--- src/rtl/irq_sequencer.sv ---
// irq_sequencer: reset/NMI/IRQ/BRK entry sequencer. It pushes PC and status, fetches the vector, then loads PC and sets I.
// Optional NMI_HIJACK_EN: an NMI pending at PST redirects an IRQ/BRK sequence to the NMI vector.
module irq_sequencer #(
  parameter int ADDR_WIDTH = 16,
  parameter int REG_WIDTH  = 8,
  parameter logic [ADDR_WIDTH-REG_WIDTH-1:0] STACK_PAGE = 8'h01
) (
  input  logic                  clk,
  input  logic                  reset,
  input  logic                  boundary,
  input  logic                  irq_n,
  input  logic                  nmi_n,
  input  logic                  brk_req,
  input  logic                  i_flag,
  input  logic [ADDR_WIDTH-1:0] pc_in,
  input  logic [REG_WIDTH-1:0]  sp_in,
  input  logic [REG_WIDTH-1:0]  status_in,
  input  logic [REG_WIDTH-1:0]  bus_din,
  output logic                  busy,
  output logic [ADDR_WIDTH-1:0] bus_addr,
  output logic [REG_WIDTH-1:0]  bus_dout,
  output logic                  bus_rw_n,
  output logic [REG_WIDTH-1:0]  sp_out,
  output logic                  sp_we,
  output logic [ADDR_WIDTH-1:0] pc_out,
  output logic                  pc_we,
  output logic                  set_i,
  output logic [1:0]            vec_kind,
  output logic                  done
);
  typedef enum logic [3:0] {IDLE, D1, D2, PCH, PCL, PST, VLO, VHI, LOAD} state_t;

  localparam logic [1:0] K_RST = 2'b01, K_NMI = 2'b10, K_IRQ = 2'b11;
  localparam logic [ADDR_WIDTH-1:0] VEC_NMI = ~ADDR_WIDTH'(5);
  localparam logic [ADDR_WIDTH-1:0] VEC_RST = ~ADDR_WIDTH'(3);
  localparam logic [ADDR_WIDTH-1:0] VEC_IRQ = ~ADDR_WIDTH'(1);

  state_t                state;
  logic                  rst_pending, nmi_pending, nmi_prev;
  logic [1:0]            kind_r;
  logic                  brk_r;
  logic [REG_WIDTH-1:0]  sp_r, vec_lo, push_data;
  logic [ADDR_WIDTH-1:0] pc_r, vec_base;
  logic                  start, start_brk, hijack, nmi_fall, nmi_clr, is_rst;
  logic [1:0]            start_kind;

  assign nmi_fall = nmi_prev & ~nmi_n;
  assign is_rst   = (kind_r == K_RST);

`ifdef NMI_HIJACK_EN
  assign hijack = (state == PST) && (kind_r == K_IRQ) && nmi_pending;
`else
  assign hijack = 1'b0;
`endif

  assign nmi_clr = ((state == IDLE) && start && (start_kind == K_NMI)) || hijack;

  // Priority: reset > NMI > BRK > unmasked IRQ; only reset ignores boundary.
  always_comb begin
    start      = 1'b0;
    start_kind = 2'b00;
    start_brk  = 1'b0;
    if (rst_pending) begin
      start      = 1'b1;
      start_kind = K_RST;
    end else if (boundary) begin
      if (nmi_pending) begin
        start      = 1'b1;
        start_kind = K_NMI;
      end else if (brk_req) begin
        start      = 1'b1;
        start_kind = K_IRQ;
        start_brk  = 1'b1;
      end else if (!irq_n && !i_flag) begin
        start      = 1'b1;
        start_kind = K_IRQ;
      end
    end
  end

  // Data for the push cycle being entered: D2->PCH, PCH->PCL, PCL->PST.
  always_comb begin
    push_data = '0;
    case (state)
      D2:  push_data = pc_r[ADDR_WIDTH-1 -: REG_WIDTH];
      PCH: push_data = pc_r[REG_WIDTH-1:0];
      PCL: begin
        push_data    = status_in;
        push_data[5] = 1'b1;
        push_data[4] = brk_r;
      end
      default: push_data = '0;
    endcase
  end

  always_comb begin
    case (hijack ? K_NMI : kind_r)
      K_NMI:   vec_base = VEC_NMI;
      K_RST:   vec_base = VEC_RST;
      default: vec_base = VEC_IRQ;
    endcase
  end

  // Outputs are registered for the state being entered.
  always_ff @(posedge clk or posedge reset) begin
    if (reset) begin
      state       <= IDLE;
      rst_pending <= 1'b1;
      nmi_pending <= 1'b0;
      nmi_prev    <= 1'b1;
      kind_r      <= 2'b00;
      brk_r       <= 1'b0;
      sp_r        <= '0;
      pc_r        <= '0;
      vec_lo      <= '0;
      busy        <= 1'b0;
      bus_addr    <= '0;
      bus_dout    <= '0;
      bus_rw_n    <= 1'b1;
      sp_out      <= '0;
      sp_we       <= 1'b0;
      pc_out      <= '0;
      pc_we       <= 1'b0;
      set_i       <= 1'b0;
      vec_kind    <= 2'b00;
      done        <= 1'b0;
    end else begin
      nmi_prev <= nmi_n;
      if (nmi_fall)     nmi_pending <= 1'b1;
      else if (nmi_clr) nmi_pending <= 1'b0;
      sp_we <= 1'b0;
      pc_we <= 1'b0;
      set_i <= 1'b0;
      done  <= 1'b0;
      case (state)
        IDLE: if (start) begin
          state    <= D1;
          busy     <= 1'b1;
          bus_addr <= pc_in;
          bus_rw_n <= 1'b1;
          pc_r     <= pc_in;
          sp_r     <= sp_in;
          kind_r   <= start_kind;
          brk_r    <= start_brk;
          vec_kind <= start_kind;
          if (start_kind == K_RST) rst_pending <= 1'b0;
        end
        D1: state <= D2;
        D2, PCH, PCL: begin
          state    <= (state == D2) ? PCH : (state == PCH) ? PCL : PST;
          bus_addr <= {STACK_PAGE, sp_r};
          bus_dout <= is_rst ? '0 : push_data;
          bus_rw_n <= is_rst;
          sp_out   <= sp_r - 1'b1;
          sp_we    <= 1'b1;
          sp_r     <= sp_r - 1'b1;
        end
        PST: begin
          state    <= VLO;
          bus_addr <= vec_base;
          bus_dout <= '0;
          bus_rw_n <= 1'b1;
          if (hijack) begin
            kind_r   <= K_NMI;
            vec_kind <= K_NMI;
          end
        end
        VLO: begin
          state    <= VHI;
          vec_lo   <= bus_din;
          bus_addr <= bus_addr + 1'b1;
        end
        VHI: begin
          state    <= LOAD;
          bus_addr <= '0;
          pc_out   <= {bus_din, vec_lo};
          pc_we    <= 1'b1;
          set_i    <= 1'b1;
          done     <= 1'b1;
        end
        LOAD: begin
          state    <= IDLE;
          busy     <= 1'b0;
          vec_kind <= 2'b00;
          pc_out   <= '0;
          sp_out   <= '0;
        end
        default: state <= IDLE;
      endcase
    end
  end
endmodule

--- config.mk ---
export PLATFORM = sky130hd
export DESIGN_NAME = irq_sequencer
export DESIGN_NICKNAME = d
export VERILOG_FILES = /design/src/rtl/irq_sequencer.sv
export SDC_FILE = /design/constraint.sdc
export NUM_CORES = 1
export LEC_CHECK = 0
export BUFFER_PORTS_ARGS = -buffer_cell sky130_fd_sc_hd__clkbuf_2
export CAP_MARGIN = 20
export CORE_MARGIN = 3
export CORE_UTILIZATION = 25
export DETAILED_ROUTE_END_ITERATION = 8
export HOLD_SLACK_MARGIN = 0.06
export SLEW_MARGIN = 20
export SYNTH_ARGS = -nofsm -noshare
export SYNTH_HDL_FRONTEND = slang
export SYNTH_SLANG_ARGS = --single-unit
--- constraint.sdc ---
create_clock -name clk -period 3.1 [get_ports clk]
set_clock_uncertainty 0.2 [all_clocks]
set_input_delay 0.31 -clock clk [delete_from_list [all_inputs] [get_ports clk]]
set_output_delay 0.31 -clock clk [all_outputs]
set_load 0.03 [all_outputs]
## Word level (Yosys, flattened, before mapping)

Cells that the tools add are included.
W data, S select, Z words.

| storage, ports and cells | value |
|---|---|
| flip-flop bits (word level) | 96 |
| input port bits | 47 |
| word-level logic and storage cells | 93 |
| output and inout port bits | 56 |

| operators by class | value |
|---|---|
| mux-type cells | 37 |
| add/sub/neg operators | 2 |
| equality and inequality tests | 13 |
| bitwise logic cells | 2 |
| reductions and logical operators | 21 |

Operator list:

| kind | number |
|---|---|
| $pmux W16 S5 | 1 |
| $pmux W8 S2 | 3 |
| $pmux W16 S2 | 1 |
| $pmux W4 S6 | 1 |
| $pmux W8 S3 | 1 |
| $add A16 B1 Y16 const B | 1 |
| $eq A4 B3 Y1 const B | 4 |
| $mux W16 | 1 |
| $mux W8 | 2 |
| $mux W1 | 15 |
| $mux W2 | 6 |
| $reduce_bool A2 Y1 | 6 |
| $reduce_and A2 Y1 | 5 |
| $eq A4 B2 Y1 const B | 2 |
| $sub A8 B1 Y8 const B | 1 |
| $pmux W3 S2 | 1 |
| $reduce_bool A5 Y1 | 1 |
| $eq A2 B1 Y1 const B | 2 |
| $eq A2 B2 Y1 const B | 2 |
| $eq A4 B1 Y1 const B | 1 |
| $eq A4 B4 Y1 const B | 1 |
| $logic_not A4 Y1 | 1 |
| $mux W4 | 1 |
| $pmux W2 S2 | 1 |
| 11 further kinds | 14 |

## Depth between registers and ports, before layout

| depth | value |
|---|---|
| depth in word-level cells | 11 |
| depth in mapped cells | 8 |
| gate-level depth less buffers | 7 |

## Worst setup path after synthesis

No wires, ideal clock.

| timing | value |
|---|---|
| path kind | register to register |
| from | reg bus_addr[2] |
| to | reg bus_addr[15] |
| required time | 2.771 ns |
| slack | 1.040 ns |
| library setup time | 0.129 ns |
| arrival time | 1.731 ns |
| cell stages (with the launch flop) | 7 |
| buffers on the path | 1 |
| clock period less this slack | 2.060 ns |
| cells stage by stage | dfrtp_1 -> clkbuf_1 -> nand4_1 -> or4_1 -> nand3_1 -> nor3b_1 -> a31oi_1 |

| between the ends | value |
|---|---|
| cells in the longest elaborated chain, start to end | 2 |

RTL lines:

| item | line | RTL |
|---|---|---|
| start, declared | 20 | `output logic [ADDR_WIDTH-1:0] bus_addr,` |
| start signal, assigned | 139 | `bus_addr <= pc_in;` |
| start signal, assigned | 151 | `bus_addr <= {STACK_PAGE, sp_r};` |
| start signal, assigned | 160 | `bus_addr <= vec_base;` |
| $add A16 B1 Y16 | 171 | `bus_addr <= bus_addr + 1'b1;` |
| $pmux W16 S5 | 135 | `case (state)` |

Every way passes these cells.
A chain may end at the register's enable or synchronous reset.

## Worst setup path after layout

| timing | value |
|---|---|
| from | reg state[2] |
| to | reg sp_r[3] |

| between the ends | value |
|---|---|
| cells in the longest elaborated chain, start to end | 4 |
| elaborated cells between the ends (all ways) | 9 |
| those cells by class | 4 x eq/ne; 1 x mux; 4 x reduce/logical |

RTL lines:

| item | line | RTL |
|---|---|---|
| start, declared | 38 | `state_t state;` |
| start signal, assigned | 150 | `state <= (state == D2) ? PCH : (state == PCH) ? PCL : PST;` |
| $eq A4 B2 Y1 or $eq A4 B3 Y1 (tied branches) | 135 |  |
| $reduce_or A3 Y1 | 135 |  |
| $reduce_bool A2 Y1 (no line) | - |  |
| $reduce_and A2 Y1 (no line) | - |  |
| end signal, assigned | 142 | `sp_r <= sp_in;` |
| end signal, assigned | 156 | `sp_r <= sp_r - 1'b1;` |
| end, declared | 42 | `logic [REG_WIDTH-1:0] sp_r, vec_lo, push_data;` |

Several ways; a longest one is shown, not always the timed one.

==> metrics.yaml <==
critical_path:
  cp_top_family: "compound AO/OA/AOI/OAI gates"
  crit_path_max_fanout: 16
  end_kind: "flip-flop"
  r2r-end: "sp_r[3]"
  startpoint: "state[2]"
  critPathBufInv: 1
  r2r_slack_ns: 0.71
  critPathKind: "reg2reg"
  r2r_start: "state[2]"
  worst_ep_arrival_time_ns: 2.44
  path_cells: "nand2b_1, o22a_4, inv_2, o22a_2, o21ai_1, a22o_1"
  reg2reg_depth: 6
  crit_required_ns: 3.14
  critPathLaunchType: "flip-flop"
  slowest_delay_ns: 0.65
  cp_slowest_cell: "dfrtp_1"
die:
  die_h_um: 143.5
  rows: 49
  dieArea_sq_um: 20580
  start_util: 0.2585
  core_sq_um: 18270
  io_pins: 103
  die_width_um: 143.5
grt:
  grt_first_pass_wirelength_um: 22000
  grt-ovfl-total: 0
  grt_use_total: 0.1390
  grt_pass1_vias: 3935
  antenna_found_initial: 0
  grt_max_degree: 51
routing:
  drc: 0
  routed_wl_um: 14050
  drt-initial-drc-count: 325
  wl_per_cell_um: 16.36
  via_count: 4165
  viasPerCell: 4.849
  first_pass_iters: 5
  ant_nets: 0
power_and_ir_drop:
  p_leak_nw: 2.764
  sw_frac_of_total: 0.4753
  p_per_area_nw_per_um2: 1199
  internal_power_mw: 3.774
  p_sw_mw: 3.419
  pwr-share-clk: 0.162
  seq_power_share: 0.338
  ir_worst_vdd_uv: 368.7
  combPwrFrac: 0.500
  finalPower_mw: 7.193
synth:
  synth_edf_count: 0
  ys_top_cells_by_count: "133 x nand2_1, 93 x dfrtp_1, 37 x a21oi_1"
  netlist_area_sq_um: 4723
  syn_avg_cell_area_sq_um: 9.280
  ys_warn_count: 0
  syn-instance-count: 509
  yosys.area.top_type: "dfrtp_1"
  yosys-top-cells-area: "dfrtp_1 49%, nand2_1 11%, a21oi_1 3.9%, nor2_1 2.4%, a211oi_1 1.9%"
  netlist.area_leader.share: 0.4927
  async_flop_share: 1.000
  ys.flop_type: "dfrtp_1"
  ys_ff_latch: 96
  syn_nets: 558
  post-synth-top-count-cell: "nand2_1"
  synth_cell_types: 61
  ys_seq_area_frac: 0.5094
worst_hold_path:
  hp-start: "brk_req"
  min_path_type: "in2reg"
  holdPathEnd: "brk_r"
  hold_path_depth: 3
sta:
  drv_slew: 0
  period_share: 0.7726
  min_period_ns: 2.395
  fin_setup_tns_ns: 0
  rsz0062_at_grt: "no"
  fmax_ghz: 0.4175
  slew_headroom: 0.4689
  hold_viol: 0
  tightest_slew_ns: 0.7966
  setup_viol: 0
  hold_ws_ns: 0.08072
clock_tree:
  h-tree-depth: 3
  cts.sinks: 96
  tritoncts: "built"
  clk_pin_slew_worst_paths_ns: 0.07
  postCtsSetupRepairBufs: 0
  cts_root_buf: "clkbuf_16"
  clock_path_buffers: 2
  cts_inserted_buffers: 9
  clk_latency_ns: 0.36
  cts_resized: 0
  holdBufCountCts: 28
layout:
  diodes: 0
  layout-drive-gt1-share: 0.2333
  synthToLayoutAreaGrowth_pct: 26.99
  fin_area_sq_um: 5998
  nNetsFinal: 675
  nFillCells: 1906
  stdcell_count: 859
place:
  place_area_sq_um: 5411
  place_inst: 816
  gp_congestion: 0.8204
  dpl.hpwl_um: 9985
  port_buffers: 100
flow_run:
  cap_violations: 0
outcome:
  outcome: "finished clean"
-- metrics by stage --
step | utilization | setup slack, ns
2_1_floorplan | - | 0.08959
5_1_grt | 0.3283 | 0.5547
4_1_cts | 0.3283 | 0.7109
6_report | 0.3283 | 0.7050
3_5_place_dp | 0.2962 | 0.7080
3_3_place_gp | 0.2962 | 0.7438
-- worst reg2reg max path, delay by kind of cell (launching register included) --
kind	cells	cell delay, ns
AOI/OAI and AO/OA	4	0.97
DFF	1	0.65
buffers and inverters	1	0.29
and+or+nand+nor	1	0.19
-- worst max path at each step --
stage	endpoint	slack, ns	cells past startpoint
after floorplan	brk_r	0.09	1
after global placement	sp_r[3]	0.74	6
after detailed placement	sp_r[3]	0.71	6
after CTS	sp_r[3]	0.71	6
after global routing	sp_r[3]	0.55	6
final	sp_r[3]	0.71	6
-- power groups by stage --
| stage | Sequential (mW) | Combinational [mW] | Clock [mW] |
|---|---|---|---|
| after detailed placement | 2.44 | 3.58 | 0 |
| after global placement | 2.44 | 3.55 | 0 |
| after floorplan | 2.93 | 2.15 | 0 |
| after CTS | 2.43 | 3.63 | 1.19 |
| final | 2.43 | 3.60 | 1.16 |
| after global routing | 2.53 | 3.98 | 1.24 |
-- cell type report --
| type | instances | area (sq um) | area share |
|---|---|---|---|
| well taps | 229 | 286.5 | 0.04777 |
| inverters | 15 | 58.81 | 0.009804 |
| clock inverters | 4 | 53.80 | 0.008970 |
| flip-flops and latches | 96 | 2406 | 0.4011 |
| repair buffers | 138 | 868.3 | 0.1448 |
| clock buffers | 11 | 252.7 | 0.04214 |
| multi-input cells | 366 | 2072 | 0.3454 |
-- per-layer routing --
metal	part of all wire	GRT usage
met1	0.46	0.1937
met2	0.46	0.2119
met4	0.019	0.05649
met3	0.056	0.02795
met5	0	0
-- sequential cells by signal, indices dropped and copies added (netlist names), 4 cells and up --
name,cells
bus_addr,16
bus_dout,8
pc_out,16
pc_r,16
sp_out,8
sp_r,8
state,4
vec_lo,8
-- kinds of logic after synthesis --
group	after synthesis	share of synthesized area
AOI/OAI and AO/OA	126	0.1846
xor gates and xnor gates	16	0.02967
adders and majority gates	2	0.005297
buffers and inverters	47	0.05192
DFF	96	0.5094
muxes	4	0.008742
and+or+nand+nor	218	0.2103
-- cells in the final DEF, fill, tap and decap left out, types with 3 or more instances in the layout --
cell type	instances
a211oi_1	12
a21oi_1	37
a22o_1	10
a22oi_1	10
a31oi_1	9
and3_1	3
buf_4	9
clkbuf_16	9
clkbuf_2	100
dfrtp_1	93
dfstp_2	3
dlygate4sd3_1	28
inv_1	12
mux2i_1	3
nand2_1	133
nand2b_1	3
nand3_1	7
nand4_1	8
nor2_1	30
nor2b_1	3
nor3_1	7
nor3b_1	4
nor4_1	4
o21a_1	3
o21ai_0	12
o22ai_1	7
o2bb2ai_1	8
xnor2_1	9
xor2_1	7
Power figures use the tool's default switching activity.
